### config.mk
export PLATFORM = sky130hd
export DESIGN_NAME = imem_boot_ctrl
export DESIGN_NICKNAME = d
export VERILOG_FILES = /design/src/rtl/imem_boot_ctrl.sv
export SDC_FILE = /design/constraint.sdc
export NUM_CORES = 1
export LEC_CHECK = 0
export BUFFER_PORTS_ARGS = -buffer_cell sky130_fd_sc_hd__buf_2
export CORE_MARGIN = 4
export CORE_UTILIZATION = 43
export CTS_CLUSTER_DIAMETER = 150
export DETAILED_ROUTE_END_ITERATION = 12
export PLACE_DENSITY = 0.75
export SYNTH_ARGS = -nofsm -noshare
export SYNTH_HDL_FRONTEND = slang
export SYNTH_SLANG_ARGS = --single-unit
### constraint.sdc
create_clock -name CLK -period 1.4 [get_ports CLK]
set_input_delay 0.07 -clock CLK [delete_from_list [all_inputs] [get_ports CLK]]
set_output_delay 0.07 -clock CLK [all_outputs]
set_load 0.02 [all_outputs]
### src/rtl/imem_boot_ctrl.sv
// imem_boot_ctrl: boot and run controller for the single-clock MIPS fetch path.
//
// Streams a program image into instruction memory over a valid/ready
// interface (sequential word addresses from 0) while holding the core in
// reset, then releases the core and gates PC advance for halt/step debug.
//
// Optional feature: define IMEM_STEP_EN to enable single-step while halted.
//
// Ports:
//   CLK           clock, all state on rising edge
//   RST           synchronous active-low reset
//   ld_start      pulse, begin a load session
//   ld_valid      host word valid
//   ld_data       host instruction word
//   ld_last       final word of the image (qualifies ld_valid)
//   ld_ready      controller accepts a word this cycle
//   imem_we       instruction-memory write enable
//   imem_waddr    instruction-memory word address
//   imem_wdata    instruction-memory write data
//   cpu_rst       active-high core reset
//   pc_en         PC advance enable
//   dbg_halt      level, stop PC advance while high
//   dbg_step      pulse, advance one instruction while halted
//   busy          high in LOAD and DRAIN
//   load_err      sticky image-overflow flag
//   words_loaded  words accepted in the last/current session
module imem_boot_ctrl #(
  parameter int unsigned ADDR_W = 8
) (
  input  logic              CLK,
  input  logic              RST,
  input  logic              ld_start,
  input  logic              ld_valid,
  input  logic [31:0]       ld_data,
  input  logic              ld_last,
  output logic              ld_ready,
  output logic              imem_we,
  output logic [ADDR_W-1:0] imem_waddr,
  output logic [31:0]       imem_wdata,
  output logic              cpu_rst,
  output logic              pc_en,
  input  logic              dbg_halt,
  input  logic              dbg_step,
  output logic              busy,
  output logic              load_err,
  output logic [ADDR_W:0]   words_loaded
);

`ifdef IMEM_STEP_EN
  localparam bit StepEn = 1'b1;
`else
  localparam bit StepEn = 1'b0;
`endif

  typedef enum logic [2:0] {StIdle, StLoad, StDrain, StRun, StHalt} state_e;

  state_e          state;
  logic            step_q;
  logic            accept;
  logic            step_rise;
  logic [ADDR_W:0] count_inc;

  // words_loaded doubles as the session word counter.
  assign accept    = ld_valid & ld_ready;
  assign count_inc = words_loaded + {{ADDR_W{1'b0}}, 1'b1};
  // Step is edge-detected so a held dbg_step yields a single instruction.
  assign step_rise = StepEn & dbg_step & ~step_q;

  always_ff @(posedge CLK) begin
    if (!RST) begin
      state        <= StIdle;
      step_q       <= 1'b0;
      ld_ready     <= 1'b0;
      imem_we      <= 1'b0;
      imem_waddr   <= '0;
      imem_wdata   <= '0;
      cpu_rst      <= 1'b1;
      pc_en        <= 1'b0;
      busy         <= 1'b0;
      load_err     <= 1'b0;
      words_loaded <= '0;
    end else begin
      step_q  <= dbg_step;
      imem_we <= 1'b0;
      case (state)
        StIdle: begin
          cpu_rst <= 1'b1;
          pc_en   <= 1'b0;
          if (ld_start) begin
            state        <= StLoad;
            words_loaded <= '0;
            load_err     <= 1'b0;
            ld_ready     <= 1'b1;
            busy         <= 1'b1;
          end
        end

        StLoad: begin
          if (accept) begin
            imem_we      <= 1'b1;
            imem_waddr   <= words_loaded[ADDR_W-1:0];
            imem_wdata   <= ld_data;
            words_loaded <= count_inc;
            if (ld_last) begin
              state    <= StDrain;
              ld_ready <= 1'b0;
            end else if (count_inc[ADDR_W]) begin
              // Memory full without a last word: abort, core stays in reset.
              state    <= StIdle;
              ld_ready <= 1'b0;
              load_err <= 1'b1;
              busy     <= 1'b0;
            end
          end
        end

        StDrain: begin
          state   <= StRun;
          cpu_rst <= 1'b0;
          pc_en   <= 1'b1;
          busy    <= 1'b0;
        end

        StRun, StHalt: begin
          if (ld_start) begin
            state        <= StLoad;
            cpu_rst      <= 1'b1;
            pc_en        <= 1'b0;
            words_loaded <= '0;
            load_err     <= 1'b0;
            ld_ready     <= 1'b1;
            busy         <= 1'b1;
          end else if (state == StRun) begin
            if (dbg_halt) begin
              state <= StHalt;
              pc_en <= 1'b0;
            end else begin
              pc_en <= 1'b1;
            end
          end else if (!dbg_halt) begin
            // Resume takes priority over a coincident step.
            state <= StRun;
            pc_en <= 1'b1;
          end else begin
            pc_en <= step_rise;
          end
        end

        default: begin
          state <= StIdle;
        end
      endcase
    end
  end

endmodule

[Word-level counts from Yosys, hierarchy flattened]
Cells that the tools add are included.
W data, S select, Z words.
Word-level totals
  register bits after elaboration: 58
  latch bits: 0
  memories kept: 0
  ROM bits: 0
  memory bits (writable): 0
  output and inout port bits: 55
  input bits: 39
Cells by class
  shift-type cells: 0
  bitwise operators: 1
  eq/ne operators: 13
  add/subtract/negate cells: 1
  multiplexer cells: 30
  $lt $le $gt $ge: 0
  reduce and logical (&&, ||, !) cells: 14
  div/mod/pow operators: 0
  $mul: 0
Operator list (number)
  $mux W3: 8
  $mux W9: 2
  $pmux W9 S2: 1
  $reduce_and A5 Y1: 3
  $mux W1: 13
  $pmux W3 S4: 1
  $ne A2 B2 Y1 const B: 5
  $add A9 B1 Y9 const B: 1
  $pmux W1 S3: 3
  $ne A4 B4 Y1 const B: 2
  $eq A3 B2 Y1 const B: 2
  $reduce_and A2 Y1: 3
  $reduce_bool A3 Y1: 2
  $pmux W1 S2: 2
  $reduce_and A4 Y1: 1
  $eq A3 B1 Y1 const B: 1
  $eq A3 B3 Y1 const B: 1
  $logic_not A3 Y1: 1
  $ne A3 B3 Y1 const B: 1
  $reduce_and A3 Y1: 1
  $reduce_or A3 Y1: 1
  $ne A2 B1 Y1 const B: 1
  $reduce_bool A2 Y1: 1
  $reduce_or A2 Y1: 1
  $and A1 B1 Y1: 1

[Depth between registers and ports, before layout]
  depth after elaboration: 5
  gate-level depth with buffers: 6
  mapped depth without buffers: 6

[Worst setup path after synthesis]
No wires, ideal clock.
  path kind: reg-to-reg
  from: register words_loaded[0]
  to: register state[2]
  cell stages (with the launch flop): 7
  slack: -334 ps
  required time: 1328 ps
  buffers on the path: 0
  data arrival time: 1662 ps
  setup time: 72 ps
  clock period less this slack: 1734 ps
  cells stage by stage: dfxtp_1 ha_1 nand3_1 nor2_1 xor2_1 o311ai_2 mux2i_1
Between the ends
  longest elaborated chain between the ends: 3
Ends and longest elaborated chain
  start, declared: RTL line 46  | output logic [ADDR_W:0] words_loaded
  start signal, assigned: RTL line 103  | words_loaded <= count_inc;
  $add A9 B1 Y9: RTL line 65  | assign count_inc = words_loaded + {{ADDR_W{1'b0}}, 1'b1};
  $ne A3 B3 Y1 (no line)
  $reduce_and A5 Y1 (no line)
  end signal, assigned: RTL line 71  | state <= StIdle;
  end signal, assigned: RTL line 90  | state <= StLoad;
  end signal, assigned: RTL line 105  | state <= StDrain;
  end, declared: RTL line 57  | state_e state;
No other way between the ends.
A chain may end at the register's enable or synchronous reset.

[Worst setup path in the final report]
  from: register state[2]
  to: register imem_wdata[23]
Between the ends
  longest elaborated chain between the ends: 2
Ends and longest elaborated chain
  $eq A3 B1 Y1: RTL line 85  | case (state)
  $reduce_and A2 Y1 (no line)
  end signal, assigned: RTL line 102  | imem_wdata <= ld_data;
  end, declared: RTL line 39  | output logic [31:0] imem_wdata,
No other way between the ends.

==> results.cfg <==
[run_status]
status = finished, violations left
violations = negative setup slack

[worst_setup_path]
crit_end = imem_wdata[23]$_SDFFE_PN0P_
reg2reg_from = state[2]$_SDFFE_PN0P_
regToRegSetupSlack_ps = -240
crit_slowest_cell = or3_4
required_ps = 1660
start_kind = register
crit_path_frequent_cell = buf_12
crit_fanout = 6
path_class = reg2reg
cpPeakStageDelay_ps = 450
path_cells = buf_12 > or3_4 > nor2_4 > buf_12 > clkbuf_16 > nand2_1 > a21oi_2
crit_arrival_ps = 1900
critPathLaunch = state[2]$_SDFFE_PN0P_
endpoint_kind = register
r2r_cells = 7
timing.rr.end = imem_wdata[23]$_SDFFE_PN0P_

[power]
p_total_w = 0.00397
clkPwrFrac_pct = 41.3
switching_power_w = 0.00102
pwr-share-comb_pct = 15.4
ir_drop_uv = 937
powerDensity_nw_per_um2 = 961
pwr-share-seq_pct = 43.4
switching_share_pct = 25.5
cellLeakagePower_nw = 1.81
p_int_w = 0.00296

[sta]
setup_ws_ps = -241
finalHoldViolCount = 0
fmaxAchievable_mhz = 609
fin_tns_setup_ps = -8800
maxSlewHeadroom_pct = 74.5
maxSlewViolCount = 0
layout_min_cycle_time_ps = 1640
setup_violations = 53
tightest_slew_ps = 380
fin_skew_ps = 6.81
fin_crit_sh_pct = 117
grt_setup_unrepaired = yes

[drt]
wl_met3_um = 552
viasPerCell = 5.25
wl_met2_um = 4700
wl_met1_um = 3380
top_layer = met4
ant_nets = 0
first_pass_iters = 4
drt_iter0_drc = 138
num_vias = 2794
drc_errors = 0
wl_per_cell_um = 16.6
totalWireLength_um = 8850

[floorplan]
dieArea_um2 = 6700
core_um2 = 5200
die_h_um = 81.9
start_util_pct = 45.1
rows = 26
io_pins = 94
die_w_um = 81.9

[global_routing]
grt_max_degree = 41
overflow = 0
antenna_found_initial = 0
grt_pass1_vias = 2672
track_usage_pct = 23.9
grt_pass1_wl_um = 12300

[cts]
cts_buffer_depth = 2
cts-htree-levels = 3
cts_tree = built
cts.reportedPaths.clkPinSlew_ps = 70
cts.sink_count = 58
clock-root-buffer = clkbuf_8
insertion_delay_ps = 330
cts_made_buffers = 9

[synthesis]
ys_seq_elements = 58
synth-compound-area-share_pct = 17.7
synthSimpleGateAreaFrac_pct = 23.5
synthCells = 286
synthXorXnorAreaFrac_pct = 3.36
synthTopCellsByArea = dfxtp_1, nand2_1, a21oi_1
yosysSeqAreaShare_pct = 49.5
synth_top_family_by_area = simple AND/OR/NAND/NOR gates
synth_ff_type = dfxtp_1
syn_avg_cell_area_um2 = 8.20
yosysTopAreaCellShare_pct = 49.5
synth_fa_ha_area_share_pct = 0.533
yosysWarnings = 0
muxShareOfSynthArea_pct = 0.853
syn-num-nets = 326
syn_area_um2 = 2350
yosysTopAreaCell = dfxtp_1
synth.distinct_cells = 40
synth_edf_count = 0
synthArstFlopShare_pct = 0

[layout]
utilization_pct = 79.4
stdcell_count = 532
layout_commonest_cell = buf_2
nNetsFinal = 497
fin_area_um2 = 4130
area_growth_syn_to_layout_pct = 76.2
layout-drive-gt1-share_pct = 47.2
n_antenna_cell = 0
mostFrequentLayoutCells = buf_2, nand2_1, dfxtp_1

[placement]
gp_congestion = 0.828
dp_cells = 465
dp_hpwl_um = 4550
port_buffers = 92
dpl_cell_area_um2 = 3150

[run]
drv_cap = 0

[hold_path]
hp-class = in2reg
hold_start = RST
==> per-layer routing <==
layer | up-vias | global-route usage (%)
li1 | 1310 | -
met1 | 1334 | 26.7
met2 | 128 | 43.8
met3 | 22 | 5.37
met4 | 0 | 9.14
met5 | - | 0
==> registers in the layout, summed over array words and instances (netlist names) <==
register      count
cpu_rst           1
busy              1
imem_wdata       32
words_loaded      9
imem_we           1
ld_ready          1
imem_waddr        8
state             3
pc_en             1
load_err          1
==> cell families (layout without fill, tap and decap cells) <==
| logic type | after synthesis | count (layout) |
|---|---|---|
| DFF | 58 | 58 |
| xor gates and xnor gates | 9 | 9 |
| AOI/OAI and AO/OA | 69 | 69 |
| and+or+nand+nor | 127 | 128 |
| buffers and inverters | 20 | 195 |
| adders and majority gates | 1 | 1 |
| muxes | 2 | 2 |
==> how the worst min path moves through the flow <==
stage	cells past startpoint	end	slack, ps
after floorplan	2	imem_wdata[0]$_SDFFE_PN0P_	210
after global placement	3	imem_wdata[1]$_SDFFE_PN0P_	310
after detailed placement	3	imem_wdata[25]$_SDFFE_PN0P_	320
after CTS	2	cpu_rst$_SDFFE_PN1P_	30
after global routing	2	cpu_rst$_SDFFE_PN1P_	60
final	2	cpu_rst$_SDFFE_PN1P_	70
==> Yosys cell counts (2+ instances only) <==
cell type	count
nand3_1	6
a22oi_1	2
buf_2	5
nor3b_1	2
a211oi_1	2
and3_1	2
nor4_1	2
buf_4	5
inv_1	2
mux2i_1	2
nor2_1	14
o2111ai_1	3
o211ai_1	4
a21oi_1	44
clkbuf_1	5
xor2_1	9
nand2_1	89
dfxtp_1	58
o21ai_0	8
and2_1	2
==> metrics by stage <==
step	setup WS, ps	hold WS (ps)
detailed placement	-190	317
floorplan	-164	206
CTS	-186	33.3
global placement	-130	310
global route	-272	59.0
finish	-241	66.2
==> worst max-delay path: cells and delay by family (launching register included) <==
kind                   cells  cell delay [ps]
flip-flops                 1              340
AND/OR/NAND/NOR            3              690
AO/OA/AOI/OAI              1              120
buffers and inverters      3              420
==> layout make-up <==
cell class / instances / area (µm²)
timing repair buffer: 175 / 1300
fill: 324 / 1070
multi-input combinational: 209 / 1330
tap: 70 / 87.6
clock inverter: 4 / 47.5
clock buffer: 12 / 166
sequential: 58 / 1180
inverter: 4 / 15.0
==> timing repair <==
item,CTS,global route
pin swaps,12,21
gates cloned,0,7
hold endpoints to repair,32,0
hold buffers,32,0
setup buffers,3,9
endpoints found under the setup margin,55,55
resized for setup,15,45
==> power by group through the flow <==
stage               Sequential, W  Combinational, W  Clock, W
floorplan                 0.00179          0.000189         0
global placement          0.00175          0.000413         0
detailed placement        0.00175          0.000419         0
CTS                       0.00172          0.000509   0.00166
global route              0.00172          0.000647   0.00174
finish                    0.00172          0.000610   0.00164
Power figures use the tool's default switching activity.
